File: config.mk
export PLATFORM = sky130hd
export DESIGN_NAME = hazard_ctrl
export DESIGN_NICKNAME = d
export VERILOG_FILES = /design/src/rtl/pipe_ctrl_pkg.sv /design/src/rtl/sat_counter.sv /design/src/rtl/hazard_ctrl.sv
export SDC_FILE = /design/constraint.sdc
export NUM_CORES = 1
export LEC_CHECK = 0
export ABC_AREA = 1
export CAP_MARGIN = 20
export CORE_ASPECT_RATIO = 0.75
export CORE_MARGIN = 4
export CORE_UTILIZATION = 56
export DETAILED_ROUTE_END_ITERATION = 16
export GPL_TIMING_DRIVEN = 0
export PLACE_DENSITY = 0.87
export SKIP_LAST_GASP = 1
export SLEW_MARGIN = 20
export SYNTH_ARGS = -nofsm -noshare
export SYNTH_HDL_FRONTEND = slang
export SYNTH_SLANG_ARGS = --single-unit
export TNS_END_PERCENT = 20
File: constraint.sdc
create_clock -name clk_i -period 3.71 [get_ports clk_i]
set_input_delay 0.9275 -clock clk_i [delete_from_list [all_inputs] [get_ports clk_i]]
set_output_delay 0.9275 -clock clk_i [all_outputs]
set_load 0.01 [all_outputs]
File: src/rtl/pipe_ctrl_pkg.sv
// pipe_ctrl_pkg: shared types for the pipeline sequencing controller
package pipe_ctrl_pkg;
  typedef enum logic [1:0] {FWD_RF = 2'b00, FWD_WB = 2'b01, FWD_MEM = 2'b10} fwd_sel_t;
  typedef enum logic [1:0] {RUN, MEM_WAIT, MEM_ERR} ctrl_state_t;
endpackage

File: src/rtl/sat_counter.sv
// sat_counter: event counter that sticks at all-ones
module sat_counter #(
  parameter int W = 32
) (
  input  logic         clk_i,
  input  logic         rst_ni,
  input  logic         inc_i,
  output logic [W-1:0] count_o
);
  always_ff @(posedge clk_i or negedge rst_ni)
    if (!rst_ni) count_o <= '0;
    else if (inc_i && !(&count_o)) count_o <= count_o + 1'b1;
endmodule

File: src/rtl/hazard_ctrl.sv
// hazard_ctrl: load-use/redirect hazard control, EX forwarding and data-memory wait watchdog
module hazard_ctrl
  import pipe_ctrl_pkg::*;
#(
  parameter int MEM_TIMEOUT = 255,
  parameter int CNT_W       = 32
) (
  input  logic             clk_i,
  input  logic             rst_ni,
  input  logic [4:0]       id_rs1_i,
  input  logic [4:0]       id_rs2_i,
  input  logic             id_use_rs1_i,
  input  logic             id_use_rs2_i,
  input  logic [4:0]       ex_rs1_i,
  input  logic [4:0]       ex_rs2_i,
  input  logic [4:0]       ex_rd_i,
  input  logic             ex_regwrite_i,
  input  logic             ex_is_load_i,
  input  logic [4:0]       mem_rd_i,
  input  logic             mem_regwrite_i,
  input  logic [4:0]       wb_rd_i,
  input  logic             wb_regwrite_i,
  input  logic             ex_redirect_i,
  input  logic             dmem_req_i,
  input  logic             dmem_ack_i,
  output logic             stall_if_o,
  output logic             stall_id_o,
  output logic             flush_id_o,
  output logic             flush_ex_o,
  output logic             freeze_o,
  output logic [1:0]       fwd_a_o,
  output logic [1:0]       fwd_b_o,
  output logic             mem_err_o,
  output logic [CNT_W-1:0] stall_cnt_o,
  output logic [CNT_W-1:0] flush_cnt_o
);
  localparam int WW = $clog2(MEM_TIMEOUT + 1);
  localparam logic [WW-1:0] TMO = WW'(MEM_TIMEOUT);
  ctrl_state_t state, state_nx;
  logic [WW-1:0] wcnt;
  logic lu, stall_inc, flush_inc;
  function automatic fwd_sel_t fwd_sel(input logic [4:0] rs);
    return (mem_regwrite_i && mem_rd_i != 5'd0 && mem_rd_i == rs) ? FWD_MEM :
           (wb_regwrite_i && wb_rd_i != 5'd0 && wb_rd_i == rs) ? FWD_WB : FWD_RF;
  endfunction
  assign fwd_a_o = fwd_sel(ex_rs1_i);
  assign fwd_b_o = fwd_sel(ex_rs2_i);
  assign lu = ex_is_load_i && ex_rd_i != 5'd0 &&
              ((id_use_rs1_i && ex_rd_i == id_rs1_i) || (id_use_rs2_i && ex_rd_i == id_rs2_i));
  // Freeze masks stall/flush so a pending hazard takes effect in the first unfrozen cycle.
  always_comb begin
    state_nx   = (state == RUN && dmem_req_i && !dmem_ack_i) ? MEM_WAIT :
                 (state == MEM_WAIT && dmem_ack_i) ? RUN :
                 (state == MEM_WAIT && wcnt == TMO) ? MEM_ERR : state;
    freeze_o   = (dmem_req_i && !dmem_ack_i) || (state == MEM_WAIT && !dmem_ack_i) || state == MEM_ERR;
    stall_inc  = !freeze_o && lu && !ex_redirect_i;
    flush_inc  = !freeze_o && ex_redirect_i;
    stall_if_o = stall_inc;
    stall_id_o = stall_inc;
    flush_id_o = flush_inc;
    flush_ex_o = stall_inc || flush_inc;
  end
  always_ff @(posedge clk_i or negedge rst_ni)
    if (!rst_ni) begin
      state     <= RUN;
      wcnt      <= '0;
      mem_err_o <= 1'b0;
    end else begin
      state     <= state_nx;
      wcnt      <= (state != MEM_WAIT) ? '0 : wcnt + 1'b1;
      mem_err_o <= mem_err_o || state_nx == MEM_ERR;
    end
  sat_counter #(.W(CNT_W)) u_stall_cnt (.clk_i, .rst_ni, .inc_i(stall_inc), .count_o(stall_cnt_o));
  sat_counter #(.W(CNT_W)) u_flush_cnt (.clk_i, .rst_ni, .inc_i(flush_inc), .count_o(flush_cnt_o));
endmodule

==> results.cfg <==
[synthesis]
synthMuxAreaShare_pct = 0
synth_top_cell_by_area = dfrtp_1
synth_top_family_by_area = simple AND/OR/NAND/NOR gates
synth_nets = 862
synthSimpleGateAreaFrac_pct = 44.2
synth_area_um2 = 5420
synth-xor-area-share_pct = 8.89
synth.area.top_cells = dfrtp_1 35%, nand2_1 24%, nor2_1 8.1%
ys_seq_area_share_pct = 34.6
ys_types = 33
avgSynthCellArea_um2 = 6.67
synth_top_area_share_pct = 34.6
synthAdderAreaFrac_pct = 0.692
yosys_warnings = 0
synth_compound_area_share_pct = 4.57
synth-seq-cells = 75
synth_cells = 813

[die]
die_w_um = 122
io_pins = 120
die_area_um2 = 11300
core_area_um2 = 9230
fp.dieH_um = 93.2
start_util_pct = 58.7
core.rowCount = 30

[critical_path]
worst-path-max-fanout = 4
crit_buf_inv = 4
crit_arrival_ps = 2850
crit_path_start = ex_rd_i[2]
max_stage_delay_ps = 540
cp_top_family = buffers and inverters
slowest_stage = clkdlybuf4s50_1
crit_chain = clkdlybuf4s50_1 -> inv_1 -> nand2_1 -> nand2_1 -> nor2_1 -> nand3_2 -> a21oi_4 -> buf_6 -> clkdlybuf4s50_1
start_kind = primary input
worstPathRequired_ps = 2780
critPathKind = primary input to output port
rr_startpoint = u_stall_cnt.count_o[0]
endpoint_kind = output port

[route]
routedWlPerCell_um = 16.6
vias_per_cell = 5.52
ant_nets = 0
wirelength_mm = 17.9
vias = 5970
drcViolationCount = 0
drt_iter0_markers = 656
drtPass1Iterations = 6

[layout]
fill_cells = 710
utilization_pct = 77.9
fin_nets = 997
layout-drive-gt1-share_pct = 8.71
num_antenna_cells = 0
synthToLayoutAreaGrowth_pct = 32.7
final_cells = 1081

[timing]
fin_crit_ps = 3770
tightest_slew_ps = 483
setup_violations = 2
finalHoldViolations = 0
setup_ws_ps = -62.7
maxSlewViolCount = 0
fmax_ghz = 0.265
slew-limit-headroom_pct = 67.5
clock_skew_ps = 5.22
rsz0062_at_grt = yes
fin_crit_sh_pct = 102

[placement]
dp.cells = 1060
place_congestion = 0.963
io_buffer_count = 118
place_hpwl_mm = 13.6

[min_path]
hold_path_class = flop to flop
min_from = mem_err_o

[flow_run]
cap_violations = 0

[clock_network]
h-tree-depth = 3
clk_latency_ps = 340
numClockSinks = 75
hold_buffers = 0
clock_path_buffers = 2
root_buffer = clkbuf_16
clk_pin_slew_worst_paths_ps = 60
tritoncts = built
cts_buffers = 9

[global_routing]
grt_pass1_wl_mm = 28.7
grt-ovfl-total = 0
grt_max_degree = 50
grt.total_usage_pct = 32.0
first_global_vias = 5748
antenna_found_initial = 0

[power]
ir_worst_vdd_mv = 0.262
power.density_nw_per_um2 = 332
power.leakage_nw = 3.14

[run_status]
violations = setup timing
status = complete, but fails checks
state kept, by name (all words and copies together), names as in the netlist:
| register | flops |
|---|---|
| mem_err_o | 1 |
| state | 2 |
| u_stall_cnt.count_o | 32 |
| wcnt | 8 |
| u_flush_cnt.count_o | 32 |
power by group:
part	total (mW)	internal, mW	switching, mW
clock	0.963	0.594	0.369
sequential	0.936	0.869	0.0671
combinational	0.490	0.225	0.265
total	2.39	1.69	0.701
worst paths after layout:
check                                     endpoint  slack [ps]  cells after the start
min reg2reg                              mem_err_o         480                      1
max in group asynchronous                mem_err_o        2610                      2
max                                     stall_id_o         -60                      9
min in group asynchronous  u_stall_cnt.count_o[10]         510                      1
max reg2reg                u_stall_cnt.count_o[21]        1640                      9
min                                      mem_err_o         480                      1
synth_stat cells:
| cell type | instances |
|---|---|
| nand2_1 | 349 |
| nor2_1 | 117 |
| dfrtp_1 | 75 |
| inv_1 | 61 |
| nand3_1 | 34 |
| xnor2_1 | 30 |
| nand3b_1 | 25 |
| xor2_1 | 25 |
| o21ai_2 | 18 |
| nor3_1 | 12 |
| nand4_1 | 8 |
| buf_6 | 6 |
| a21oi_1 | 5 |
| buf_4 | 5 |
| nand2_2 | 5 |
| nor2_4 | 5 |
| o21ai_0 | 5 |
| nor2_2 | 4 |
| ha_1 | 3 |
| inv_2 | 3 |
| o21ai_1 | 3 |
| buf_2 | 2 |
| nand3_2 | 2 |
| nor4_1 | 2 |
| a21o_1 | 1 |
| a21oi_2 | 1 |
| buf_8 | 1 |
| clkinv_1 | 1 |
| inv_4 | 1 |
| nand2_4 | 1 |
| nand3_4 | 1 |
| o32ai_1 | 1 |
| or2_2 | 1 |
kinds of logic after synthesis:
group | count (synthesis)
AND/OR/NAND/NOR | 566
buffers and inverters | 80
flip-flops | 75
XOR/XNOR | 55
AO/OA/AOI/OAI | 34
adder cells (fa/ha/maj) | 3
what timing repair did:
item                                    in CTS  in global routing
endpoints found under the setup margin       4                  7
pin swaps                                    1                  1
setup buffers                                4                  1
gates resized for setup                      5                  6
gates cloned                                 0                  0
layout make-up:
class | count | area, um^2 | area share, %
clock inverters | 7 | 103 | 1.43
inverters | 66 | 250 | 3.48
clock buffers | 9 | 225 | 3.13
multi-input cells | 658 | 3190 | 44.4
plain buffers | 14 | 136 | 1.90
flip-flops and latches | 75 | 1880 | 26.1
well taps | 128 | 160 | 2.23
repair buffers | 124 | 1250 | 17.3
metal layers:
layer | track usage (%) | vias to the layer above | wire length, um
met5 | 0 | - | 0
met4 | 7.09 | 0 | 267
met3 | 9.37 | 39 | 2290
met2 | 48.6 | 339 | 7860
met1 | 45.2 | 2787 | 7490
li1 | - | 2805 | -
cells in the final DEF, fill, tap and decap left out, types with 2 or more instances in the layout:
| cell | n |
|---|---|
| inv_1 | 61 |
| nand2_1 | 349 |
| nand2_2 | 5 |
| a21oi_1 | 5 |
| bufinv_16 | 2 |
| nor2_2 | 4 |
| nand3b_1 | 25 |
| inv_2 | 3 |
| buf_6 | 7 |
| dfrtp_1 | 75 |
| nor2_1 | 116 |
| clkdlybuf4s50_1 | 114 |
| nor2_4 | 6 |
| dlymetal6s2s_1 | 2 |
| clkinv_4 | 4 |
| nor3_1 | 12 |
| o21ai_1 | 3 |
| clkbuf_16 | 9 |
| nand3_2 | 5 |
| nor4_1 | 2 |
| nand3_1 | 31 |
| xor2_1 | 25 |
| buf_4 | 11 |
| nand4_1 | 8 |
| xnor2_1 | 30 |
| ha_1 | 3 |
| o21ai_0 | 5 |
| o21ai_2 | 18 |
metrics by stage:
stage                     setup slack, ps  power (mW)  hold slack, ps  TNS [ps]  area [um^2]
after CTS                            -130        2.39             475      -234         7160
after floorplan                       880        1.18             433         0         5420
after global placement               -860        1.39             446    -64830         6760
after global routing                 -187        2.49             501      -705         7190
final                               -62.7        2.39             482      -124         7190
after detailed placement             -477        1.43             467     -1170         6790
Note: power is estimated with default switching activity, not from simulation.
